File: src/rtl/text_fetch_seq.sv
// Per-line text-mode fetch scheduler: text RAM -> font ROM -> back half of the line buffer.
// Optional underline cursor is compiled in by defining TEXT_CURSOR_EN.
module text_fetch_seq #(
    parameter int NUM_CHARS = 32,
    parameter int H_ACTIVE  = 640,
    parameter int H_TOTAL   = 800,
    parameter int V_ACTIVE  = 480,
    parameter int V_TOTAL   = 525
) (
    input  logic        CLK,
    input  logic        RESET,
    input  logic [9:0]  PIXEL_CNTR,
    input  logic [9:0]  ROW_NUM,
    output logic [10:0] TXT_ADDR,
    input  logic [7:0]  TXT_DATA,
    output logic        FONT_REQ,
    output logic [7:0]  FONT_CHAR,
    output logic [3:0]  FONT_ROW,
    input  logic [9:0]  FONT_DATA,
    output logic        LB_WE,
    output logic [5:0]  LB_CHAR_NUM,
    output logic [9:0]  LB_DATA,
    output logic        LB_SWAP,
    output logic        BUSY,
    output logic        OVERRUN
`ifdef TEXT_CURSOR_EN
    ,
    input  logic [5:0]  CURSOR_SLOT,
    input  logic        CURSOR_ON
`endif
);

    localparam logic [9:0] H_START   = 10'(H_ACTIVE);
    localparam logic [9:0] H_LAST    = 10'(H_TOTAL - 1);
    localparam logic [9:0] V_LAST    = 10'(V_TOTAL - 1);
    localparam logic [9:0] V_VIS     = 10'(V_ACTIVE);
    localparam logic [5:0] LAST_SLOT = 6'(NUM_CHARS - 1);

    typedef enum logic [2:0] {
        IDLE,
        TXT,
        CAP,
        FNT,
        WR,
        DONE
    } state_t;

    state_t     state;
    logic [5:0] slot;
    logic [4:0] text_row;
    logic [3:0] glyph_row;
    logic [9:0] tgt;
    logic       line_end;
    logic       fetching;

`ifdef TEXT_CURSOR_EN
    function automatic logic [9:0] lb_pixels(input logic [9:0] font, input logic [5:0] slot_i,
                                             input logic [3:0] grow, input logic [5:0] cslot,
                                             input logic con);
        return (con && (slot_i == cslot) && (grow >= 4'd14)) ? 10'h3FF : font;
    endfunction
`else
    function automatic logic [9:0] lb_pixels(input logic [9:0] font);
        return font;
    endfunction
`endif

    // The row being fetched is the one after the row currently scanned out.
    always_comb begin
        tgt      = (ROW_NUM == V_LAST) ? 10'd0 : ROW_NUM + 10'd1;
        line_end = (PIXEL_CNTR == H_LAST);
        fetching = (state == TXT) || (state == CAP) || (state == FNT) || (state == WR);
    end

    // Outputs are loaded together with the state they belong to, so they are
    // valid in the same cycle the FSM sits in that state.
    always_ff @(posedge CLK) begin
        if (!RESET) begin
            state       <= IDLE;
            slot        <= 6'd0;
            text_row    <= 5'd0;
            glyph_row   <= 4'd0;
            TXT_ADDR    <= 11'd0;
            FONT_REQ    <= 1'b0;
            FONT_CHAR   <= 8'd0;
            FONT_ROW    <= 4'd0;
            LB_WE       <= 1'b0;
            LB_CHAR_NUM <= 6'd0;
            LB_DATA     <= 10'd0;
            LB_SWAP     <= 1'b0;
            BUSY        <= 1'b0;
            OVERRUN     <= 1'b0;
        end else begin
            FONT_REQ <= 1'b0;
            LB_WE    <= 1'b0;
            LB_SWAP  <= 1'b0;
            if (line_end && fetching) begin
                // Blanking ran out mid-fetch: drop the line and keep the old front buffer.
                OVERRUN <= 1'b1;
                BUSY    <= 1'b0;
                state   <= IDLE;
            end else begin
                case (state)
                    IDLE: begin
                        if ((PIXEL_CNTR == H_START) && (tgt < V_VIS)) begin
                            slot      <= 6'd0;
                            text_row  <= tgt[8:4];
                            glyph_row <= tgt[3:0];
                            TXT_ADDR  <= {tgt[8:4], 6'd0};
                            BUSY      <= 1'b1;
                            state     <= TXT;
                        end
                    end
                    TXT: begin
                        state <= CAP;
                    end
                    CAP: begin
                        // FONT_CHAR doubles as the character register.
                        FONT_CHAR <= TXT_DATA;
                        FONT_ROW  <= glyph_row;
                        FONT_REQ  <= 1'b1;
                        state     <= FNT;
                    end
                    FNT: begin
                        LB_WE       <= 1'b1;
                        LB_CHAR_NUM <= slot;
`ifdef TEXT_CURSOR_EN
                        LB_DATA     <= lb_pixels(FONT_DATA, slot, glyph_row, CURSOR_SLOT, CURSOR_ON);
`else
                        LB_DATA     <= lb_pixels(FONT_DATA);
`endif
                        state       <= WR;
                    end
                    WR: begin
                        if (slot == LAST_SLOT) begin
                            BUSY  <= 1'b0;
                            state <= DONE;
                        end else begin
                            slot     <= slot + 6'd1;
                            TXT_ADDR <= {text_row, slot + 6'd1};
                            state    <= TXT;
                        end
                    end
                    DONE: begin
                        if (line_end) begin
                            LB_SWAP <= 1'b1;
                            state   <= IDLE;
                        end
                    end
                    default: begin
                        BUSY  <= 1'b0;
                        state <= IDLE;
                    end
                endcase
            end
        end
    end

endmodule

File: config.mk
export PLATFORM = sky130hd
export DESIGN_NAME = text_fetch_seq
export DESIGN_NICKNAME = d
export VERILOG_FILES = /design/src/rtl/text_fetch_seq.sv
export SDC_FILE = /design/constraint.sdc
export NUM_CORES = 1
export LEC_CHECK = 0
export ABC_AREA = 0
export CORE_ASPECT_RATIO = 1.25
export CORE_MARGIN = 3
export CORE_UTILIZATION = 41
export CTS_CLUSTER_DIAMETER = 100
export DETAILED_ROUTE_END_ITERATION = 7
export PLACE_DENSITY = 0.85
export SYNTH_ARGS = -nofsm -noshare
export SYNTH_HDL_FRONTEND = slang
export SYNTH_SLANG_ARGS = --single-unit
File: constraint.sdc
create_clock -name CLK -period 1.8 [get_ports CLK]
set_input_delay 0.18 -clock CLK [delete_from_list [all_inputs] [get_ports CLK]]
set_output_delay 0.18 -clock CLK [all_outputs]
set_load 0.01 [all_outputs]
==> impl_metrics.xml, run 1 <==
<?xml version="1.0" encoding="UTF-8"?>
<metrics>
  <group name="outcome">
    <metric name="run_status" unit="">complete, but fails checks</metric>
    <metric name="failed_checks" unit="">negative setup slack</metric>
  </group>
  <group name="place">
    <metric name="dp.final_hpwl" unit="um">5360</metric>
    <metric name="place.port_buffers" unit="">83</metric>
    <metric name="numPlacedInstances" unit="">513</metric>
    <metric name="place_congestion" unit="">0.859</metric>
    <metric name="post_dp_cell_area" unit="um^2">3910</metric>
  </group>
  <group name="final_layout">
    <metric name="antenna_cells_inserted" unit="">0</metric>
    <metric name="finish.cell_count_without_fillers" unit="">529</metric>
    <metric name="footprint_of_the_multi_input_gates" unit="um^2">1540</metric>
    <metric name="net_count_reported_at_finish" unit="">489</metric>
    <metric name="filler_cell_count" unit="">456</metric>
    <metric name="drive_above_1_share" unit="%">26.6</metric>
    <metric name="register_area" unit="um^2">1120</metric>
    <metric name="syn_to_final_growth" unit="%">68.3</metric>
    <metric name="final_design_area_no_fill" unit="um^2">4260</metric>
  </group>
  <group name="global_route">
    <metric name="grt_pass1_wl" unit="um">11600</metric>
    <metric name="grt_antenna_before_repair" unit="">0</metric>
    <metric name="via_count_of_the_first_global_routing_pass" unit="">2629</metric>
    <metric name="grt_max_degree" unit="">26</metric>
    <metric name="globalRouteOverflowTotal" unit="">0</metric>
    <metric name="overall_global_routing_usage" unit="%">19.6</metric>
  </group>
  <group name="sta">
    <metric name="timing_worst_slew_pin_value" unit="ps">613</metric>
    <metric name="postLayoutSetupSlackWorst" unit="ps">-197</metric>
    <metric name="slew_viol_final" unit="">0</metric>
    <metric name="timing.clock.skew" unit="ps">8.63</metric>
    <metric name="grt_setup_unrepaired" unit="">yes</metric>
    <metric name="finalHoldViolCount" unit="">0</metric>
    <metric name="finalSetupViolCount" unit="">5</metric>
    <metric name="slew-limit-headroom" unit="%">58.9</metric>
    <metric name="fmax" unit="MHz">501</metric>
    <metric name="finalWorstPathRequiredPeriod" unit="ps">2000</metric>
    <metric name="totalNegativeSetupSlack" unit="ps">-310</metric>
    <metric name="hold_slack" unit="ps">289</metric>
    <metric name="final.period_utilization" unit="%">111</metric>
  </group>
  <group name="synth">
    <metric name="post_synthesis_area_per_instance" unit="um^2">8.28</metric>
    <metric name="synth_largest_area_cell" unit="">sky130_fd_sc_hd__dfxtp_1</metric>
    <metric name="synth_nets" unit="">349</metric>
    <metric name="yosysWarningCount" unit="">0</metric>
    <metric name="synth_top_area_share" unit="%">44.2</metric>
    <metric name="number_of_flops_mapped_to_enable_cells_by_yosys" unit="">0</metric>
    <metric name="synth.yosys.seq_area_share" unit="%">44.2</metric>
    <metric name="yosys_most_used_dff" unit="">sky130_fd_sc_hd__dfxtp_1</metric>
    <metric name="asyncSetResetFlopFracSynth" unit="%">0</metric>
    <metric name="mappedNetlistArea" unit="um^2">2530</metric>
    <metric name="most_numerous_cell_in_the_yosys_netlist" unit="">sky130_fd_sc_hd__nand2_1</metric>
    <metric name="synthTopCellsByCount" unit="">58 x sky130_fd_sc_hd__nand2_1, 56 x sky130_fd_sc_hd__dfxtp_1, 35 x sky130_fd_sc_hd__nor2_1</metric>
    <metric name="synth_cells" unit="">306</metric>
    <metric name="synthesis_stage_register_bit_count" unit="">56</metric>
    <metric name="synth_top_cells_by_area" unit="">sky130_fd_sc_hd__dfxtp_1 44%, sky130_fd_sc_hd__nand2_1 8.6%, sky130_fd_sc_hd__mux2i_1 5.5%</metric>
    <metric name="yosysUniqueCellTypes" unit="">46</metric>
  </group>
  <group name="flow_run">
    <metric name="timing.max_cap.violations" unit="">0</metric>
  </group>
  <group name="worst_setup_path">
    <metric name="cp_data_required_time" unit="ps">2000</metric>
    <metric name="setup.worst_path.class" unit="">in2reg</metric>
    <metric name="critPathArrivalTime" unit="ps">2200</metric>
    <metric name="worstSetupStartpoint" unit="">ROW_NUM[7]</metric>
    <metric name="worst_path_most_repeated_cell" unit="">sky130_fd_sc_hd__buf_4</metric>
    <metric name="critical_path.endpoint_type" unit="">flip-flop</metric>
    <metric name="timing.critical_path.cells" unit="">buf_8 &gt; or3_4 &gt; nor4_4 &gt; a311oi_2 &gt; buf_4 &gt; a2111oi_4 &gt; buf_4 &gt; buf_6 &gt; nor2_1 &gt; a211oi_1</metric>
    <metric name="crit_path_max_fanout" unit="">6</metric>
    <metric name="crit_family" unit="">simple AND/OR/NAND/NOR gates</metric>
    <metric name="timing.critical_path.slowest_stage_cell" unit="">sky130_fd_sc_hd__or3_4</metric>
    <metric name="cp-start-kind" unit="">input pin</metric>
    <metric name="cp_bufs_invs" unit="">4</metric>
    <metric name="worst_path_largest_cell_delay" unit="ps">390</metric>
    <metric name="worstReg2RegStart" unit="">state[1]</metric>
  </group>
  <group name="clock_network">
    <metric name="holdBufCountCts" unit="">0</metric>
    <metric name="tritoncts_buffers" unit="">5</metric>
    <metric name="cts_htree_levels" unit="">2</metric>
    <metric name="clockBufferDepth" unit="">2</metric>
    <metric name="insertion_delay" unit="ps">310</metric>
    <metric name="clock_tree_from_tritoncts" unit="">yes</metric>
    <metric name="cts_sinks" unit="">56</metric>
    <metric name="clkSlewWorstSetupHoldPaths" unit="ps">100</metric>
    <metric name="cell_chosen_for_the_clock_root" unit="">sky130_fd_sc_hd__clkbuf_8</metric>
  </group>
  <group name="floorplanning">
    <metric name="die_area" unit="um^2">7160</metric>
    <metric name="die_h" unit="um">93.9</metric>
    <metric name="start_util" unit="%">43.0</metric>
    <metric name="core" unit="um^2">5900</metric>
    <metric name="rows" unit="">31</metric>
    <metric name="top_level_ports" unit="">84</metric>
    <metric name="die-width" unit="um">76.3</metric>
  </group>
  <group name="power_and_ir_drop">
    <metric name="total_leakage_power" unit="uW">0.00157</metric>
    <metric name="total_power" unit="uW">2340</metric>
    <metric name="ir_drop" unit="mV">0.469</metric>
    <metric name="power.density_cell_area" unit="nW/um^2">548</metric>
  </group>
  <group name="detailed_routing">
    <metric name="first_iter_violations" unit="">151</metric>
    <metric name="wl_per_cell" unit="um">14.1</metric>
    <metric name="drc_errors" unit="">0</metric>
    <metric name="route.antenna.remaining_nets" unit="">0</metric>
    <metric name="drt_wl_total" unit="um">7430</metric>
    <metric name="firstDrtPassIters" unit="">4</metric>
    <metric name="route.vias.total" unit="">2714</metric>
    <metric name="average_via_count_per_standard_cell" unit="">5.13</metric>
  </group>
  <group name="hold_path">
    <metric name="timing.hold.worst.class" unit="">in2reg</metric>
    <metric name="hold_sp" unit="">ROW_NUM[0]</metric>
  </group>
</metrics>
==> timing repair <==
action                                 4_1_cts  5_1_grt
gates cloned                                 2        1
endpoints found under the hold margin        0        0
pin swaps                                   20        7
setup buffers                                3        2
gates resized for setup                     56       27
setup endpoints to repair                   38       31
==> worst reg2reg max path, delay by kind of cell, from the launching register on <==
kind            cells  cell delay (ps)
buf+inv             3              520
compound gates      2              450
simple gates        3              390
flops               1              370
==> through the flow <==
stage          utilization [%]  worst slack [ps]
6_report                  72.3              -197
5_1_grt                   72.3              -262
4_1_cts                   70.3             -33.4
3_5_place_dp              66.4              -740
3_3_place_gp              66.4              -672
2_1_floorplan                -             -21.3
==> layer usage <==
| layer | global-route usage (%) | part of all wire [%] |
|---|---|---|
| met1 | 20.5 | 38 |
| met2 | 38.3 | 54 |
| met3 | 3.74 | 5.4 |
| met4 | 8.01 | 2.8 |
| met5 | 0 | 0 |
==> layout make-up <==
cell class / instances / area share [%]
multi-input cells: 230 / 36.0
well taps: 82 / 2.41
clock buffers: 5 / 1.61
flip-flops and latches: 56 / 26.4
inverters: 4 / 0.763
repair buffers: 149 / 31.7
clock inverters: 3 / 1.09
==> flip-flops by register name, summed over array words and instances (netlist names), 3 cells and up <==
name         count
state            3
glyph_row        4
text_row         5
FONT_ROW         4
LB_CHAR_NUM      6
TXT_ADDR        11
LB_DATA         10
FONT_CHAR        8
==> layout by cell type (no fill, tap or decap), types with 8 or more instances in the layout <==
cell / count
sky130_fd_sc_hd__buf_6: 8
sky130_fd_sc_hd__nand2_1: 57
sky130_fd_sc_hd__clkdlybuf4s50_1: 66
sky130_fd_sc_hd__nand3_1: 11
sky130_fd_sc_hd__mux2i_1: 14
sky130_fd_sc_hd__buf_4: 57
sky130_fd_sc_hd__dfxtp_1: 53
sky130_fd_sc_hd__a21oi_1: 25
sky130_fd_sc_hd__nor2_1: 30
sky130_fd_sc_hd__dlygate4sd2_1: 12
==> where the power goes <==
part	total (uW)	leakage [uW]	internal [uW]	switching [uW]
logic	263	0.00106	146	117
clock network	835	0.0000548	419	416
registers	1240	0.000452	1240	0.212
total	2340	0.00157	1800	533
==> logic make-up (layout without fill, tap and decap cells) <==
family / count (synthesis) / count (layout) / share of synthesized area, %
adder cells (fa/ha/maj): 3 / 3 / 1.48
AND/OR/NAND/NOR: 145 / 145 / 27.5
multiplexers: 14 / 14 / 5.53
buffers and inverters: 21 / 161 / 3.36
flip-flops: 56 / 56 / 44.2
XOR/XNOR: 8 / 8 / 2.77
AO/OA/AOI/OAI: 59 / 60 / 15.2
==> worst paths after layout <==
kind,end,cells past startpoint,slack [ps]
setup / recovery,text_row[4],10,-200
hold / removal,glyph_row[0],4,290
setup reg to reg,text_row[4],8,-40
hold reg to reg,LB_DATA[2],2,460
Power figures use the tool's default switching activity.
==> inputs of run 2 (changes only) <==
--- a/config.mk
+++ b/config.mk
@@ -7,8 +7,8 @@
 export LEC_CHECK = 0
 export ABC_AREA = 0
 export CORE_ASPECT_RATIO = 1.25
-export CORE_MARGIN = 3
 export CORE_UTILIZATION = 41
+export CTS_BUF_LIST = sky130_fd_sc_hd__clkbuf_8 sky130_fd_sc_hd__clkbuf_16
 export CTS_CLUSTER_DIAMETER = 100
 export DETAILED_ROUTE_END_ITERATION = 7
 export PLACE_DENSITY = 0.85
==> run 2 against run 1 <==
The run still ends with negative setup slack left. Register-to-register slack worse by 40 ps. Via count is 4.8% higher. Utilization is 0.93 points higher. Largest cell class unchanged.
==> impl_metrics.xml, run 2 (synthesis gave the netlist of run 1 again) <==
<?xml version="1.0" encoding="UTF-8"?>
<metrics>
  <group name="floorplanning">
    <metric name="die-width" unit="um">72.3</metric>
    <metric name="die_h" unit="um">89.9</metric>
    <metric name="rows" unit="">31</metric>
    <metric name="die_area" unit="um^2">6500</metric>
    <metric name="start_util" unit="%">43.0</metric>
    <metric name="core" unit="um^2">5900</metric>
    <metric name="top_level_ports" unit="">84</metric>
  </group>
  <group name="detailed_routing">
    <metric name="firstDrtPassIters" unit="">4</metric>
    <metric name="first_iter_violations" unit="">185</metric>
    <metric name="wl_per_cell" unit="um">15.3</metric>
    <metric name="average_via_count_per_standard_cell" unit="">5.35</metric>
    <metric name="route.vias.total" unit="">2845</metric>
    <metric name="route.antenna.remaining_nets" unit="">0</metric>
    <metric name="drt_wl_total" unit="um">8120</metric>
    <metric name="drc_errors" unit="">0</metric>
  </group>
  <group name="clock_network">
    <metric name="clockBufferDepth" unit="">2</metric>
    <metric name="cts_sinks" unit="">56</metric>
    <metric name="insertion_delay" unit="ps">310</metric>
    <metric name="clkSlewWorstSetupHoldPaths" unit="ps">100</metric>
    <metric name="clock_tree_from_tritoncts" unit="">yes</metric>
    <metric name="tritoncts_buffers" unit="">5</metric>
    <metric name="holdBufCountCts" unit="">0</metric>
    <metric name="cell_chosen_for_the_clock_root" unit="">sky130_fd_sc_hd__clkbuf_8</metric>
    <metric name="cts_htree_levels" unit="">2</metric>
  </group>
  <group name="final_layout">
    <metric name="filler_cell_count" unit="">425</metric>
    <metric name="registers_with_the_highest_flip_flop_counts" unit="">TXT_ADDR (11), LB_DATA (10), FONT_CHAR (8)</metric>
    <metric name="largest_register_ff_count" unit="">11</metric>
    <metric name="syn_to_final_growth" unit="%">70.5</metric>
    <metric name="largest-register" unit="">TXT_ADDR</metric>
    <metric name="antenna_cells_inserted" unit="">0</metric>
    <metric name="register_area" unit="um^2">1120</metric>
    <metric name="layout_utilization" unit="%">73.3</metric>
    <metric name="footprint_of_the_multi_input_gates" unit="um^2">1550</metric>
    <metric name="finish.cell_count_without_fillers" unit="">532</metric>
    <metric name="drive_above_1_share" unit="%">28.7</metric>
    <metric name="layout.cells.most_common_list" unit="">63 x sky130_fd_sc_hd__clkdlybuf4s50_1, 61 x sky130_fd_sc_hd__buf_4, 56 x sky130_fd_sc_hd__nand2_1</metric>
    <metric name="net_count_reported_at_finish" unit="">492</metric>
    <metric name="layout_commonest_cell" unit="">sky130_fd_sc_hd__clkdlybuf4s50_1</metric>
  </group>
  <group name="hold_path">
    <metric name="hold_depth" unit="">4</metric>
    <metric name="timing.hold.worst.class" unit="">in2reg</metric>
  </group>
  <group name="worst_setup_path">
    <metric name="worst_r2r_path_depth" unit="">6</metric>
    <metric name="setup.worst_path.class" unit="">in2reg</metric>
    <metric name="critical_path.endpoint_type" unit="">flip-flop</metric>
    <metric name="critPathArrivalTime" unit="ps">2200</metric>
    <metric name="cp_data_required_time" unit="ps">2020</metric>
    <metric name="cp-start-kind" unit="">input pin</metric>
    <metric name="crit_path_max_fanout" unit="">7</metric>
    <metric name="timing.reg2reg.setup_slack" unit="ps">-80</metric>
  </group>
  <group name="sta">
    <metric name="finalSetupViolCount" unit="">17</metric>
    <metric name="postLayoutSetupSlackWorst" unit="ps">-172</metric>
    <metric name="finalWorstPathRequiredPeriod" unit="ps">1970</metric>
    <metric name="timing_worst_slew_pin_value" unit="ps">347</metric>
    <metric name="slew-limit-headroom" unit="%">76.8</metric>
    <metric name="final.period_utilization" unit="%">110</metric>
    <metric name="fmax" unit="MHz">507</metric>
    <metric name="grt_setup_unrepaired" unit="">yes</metric>
    <metric name="totalNegativeSetupSlack" unit="ps">-1740</metric>
    <metric name="slew_viol_final" unit="">0</metric>
    <metric name="finalHoldViolCount" unit="">0</metric>
    <metric name="timing.clock.skew" unit="ps">8.71</metric>
  </group>
  <group name="global_route">
    <metric name="overall_global_routing_usage" unit="%">22.8</metric>
    <metric name="grt_pass1_wl" unit="um">11800</metric>
    <metric name="grt_antenna_before_repair" unit="">0</metric>
    <metric name="via_count_of_the_first_global_routing_pass" unit="">2636</metric>
    <metric name="grt_max_degree" unit="">22</metric>
    <metric name="globalRouteOverflowTotal" unit="">0</metric>
  </group>
  <group name="outcome">
    <metric name="run_status" unit="">complete, but fails checks</metric>
    <metric name="failed_checks" unit="">negative setup slack</metric>
  </group>
  <group name="power_and_ir_drop">
    <metric name="total_leakage_power" unit="uW">0.00161</metric>
    <metric name="ir_drop" unit="mV">0.369</metric>
    <metric name="power.density_cell_area" unit="nW/um^2">540</metric>
    <metric name="total_power" unit="uW">2330</metric>
  </group>
  <group name="place">
    <metric name="place.port_buffers" unit="">83</metric>
    <metric name="dp.final_hpwl" unit="um">5070</metric>
    <metric name="place_congestion" unit="">0.925</metric>
    <metric name="numPlacedInstances" unit="">507</metric>
  </group>
  <group name="flow_run">
    <metric name="timing.max_cap.violations" unit="">0</metric>
  </group>
</metrics>
-- run 2: final timing paths --
kind                                      from              to
worst max-delay path                ROW_NUM[7]     text_row[4]
worst min-delay path                ROW_NUM[6]     text_row[2]
worst max register to register        state[0]    glyph_row[0]
worst min register to register  LB_CHAR_NUM[3]  LB_CHAR_NUM[3]
-- run 2: area by class of cell --
| type | count | area share, % |
|---|---|---|
| Clock buffer | 5 | 1.59 |
| Clock inverter | 3 | 0.985 |
| Inverter | 4 | 0.753 |
| Multi-Input combinational cell | 230 | 36.0 |
| Sequential cell | 56 | 26.0 |
| Tap cell | 82 | 2.38 |
| Timing Repair Buffer | 152 | 32.3 |
-- run 2: worst max-delay path: stages --
cell and delay (ps):
sky130_fd_sc_hd__buf_6 100, sky130_fd_sc_hd__or3_4 400, sky130_fd_sc_hd__nor4_4 330, sky130_fd_sc_hd__a311oi_2 100, sky130_fd_sc_hd__buf_4 170, sky130_fd_sc_hd__a2111oi_4 360
sky130_fd_sc_hd__buf_4 200, sky130_fd_sc_hd__buf_6 130, sky130_fd_sc_hd__nor2_2 40, sky130_fd_sc_hd__a211oi_1 190
-- run 2: metal layers --
layer / GRT usage (%) / vias to the layer above / part of all wire (%)
met5: 0 / - / 0
met4: 8.99 / 0 / 4.2
met3: 4.04 / 31 / 4.4
met2: 44.9 / 108 / 55
met1: 22.6 / 1344 / 36
li1: - / 1362 / -
-- run 2: power breakdown --
part / internal [uW] / switching, uW / leakage (uW)
registers: 1240 / 0.210 / 0.000452
clock network: 412 / 408 / 0.0000541
logic: 148 / 126 / 0.00110
total: 1800 / 534 / 0.00161
-- run 2: timing repair --
| action | in CTS | in global routing |
|---|---|---|
| gates cloned | 1 | 0 |
| setup buffers | 13 | 5 |
| resized for setup | 61 | 37 |
| endpoints found under the hold margin | 0 | 0 |
| setup endpoints to repair | 22 | 21 |
| pin swaps | 18 | 25 |
-- run 2: stage by stage --
| stage | hold WS (ps) | area, um^2 | worst slack, ps |
|---|---|---|---|
| global route | 327 | 4320 | -246 |
| CTS | 294 | 4180 | -8.29 |
| detailed placement | 447 | 3890 | -786 |
| global placement | 439 | 3890 | -729 |
| finish | 317 | 4320 | -172 |
| floorplan | 316 | 2580 | -21.3 |
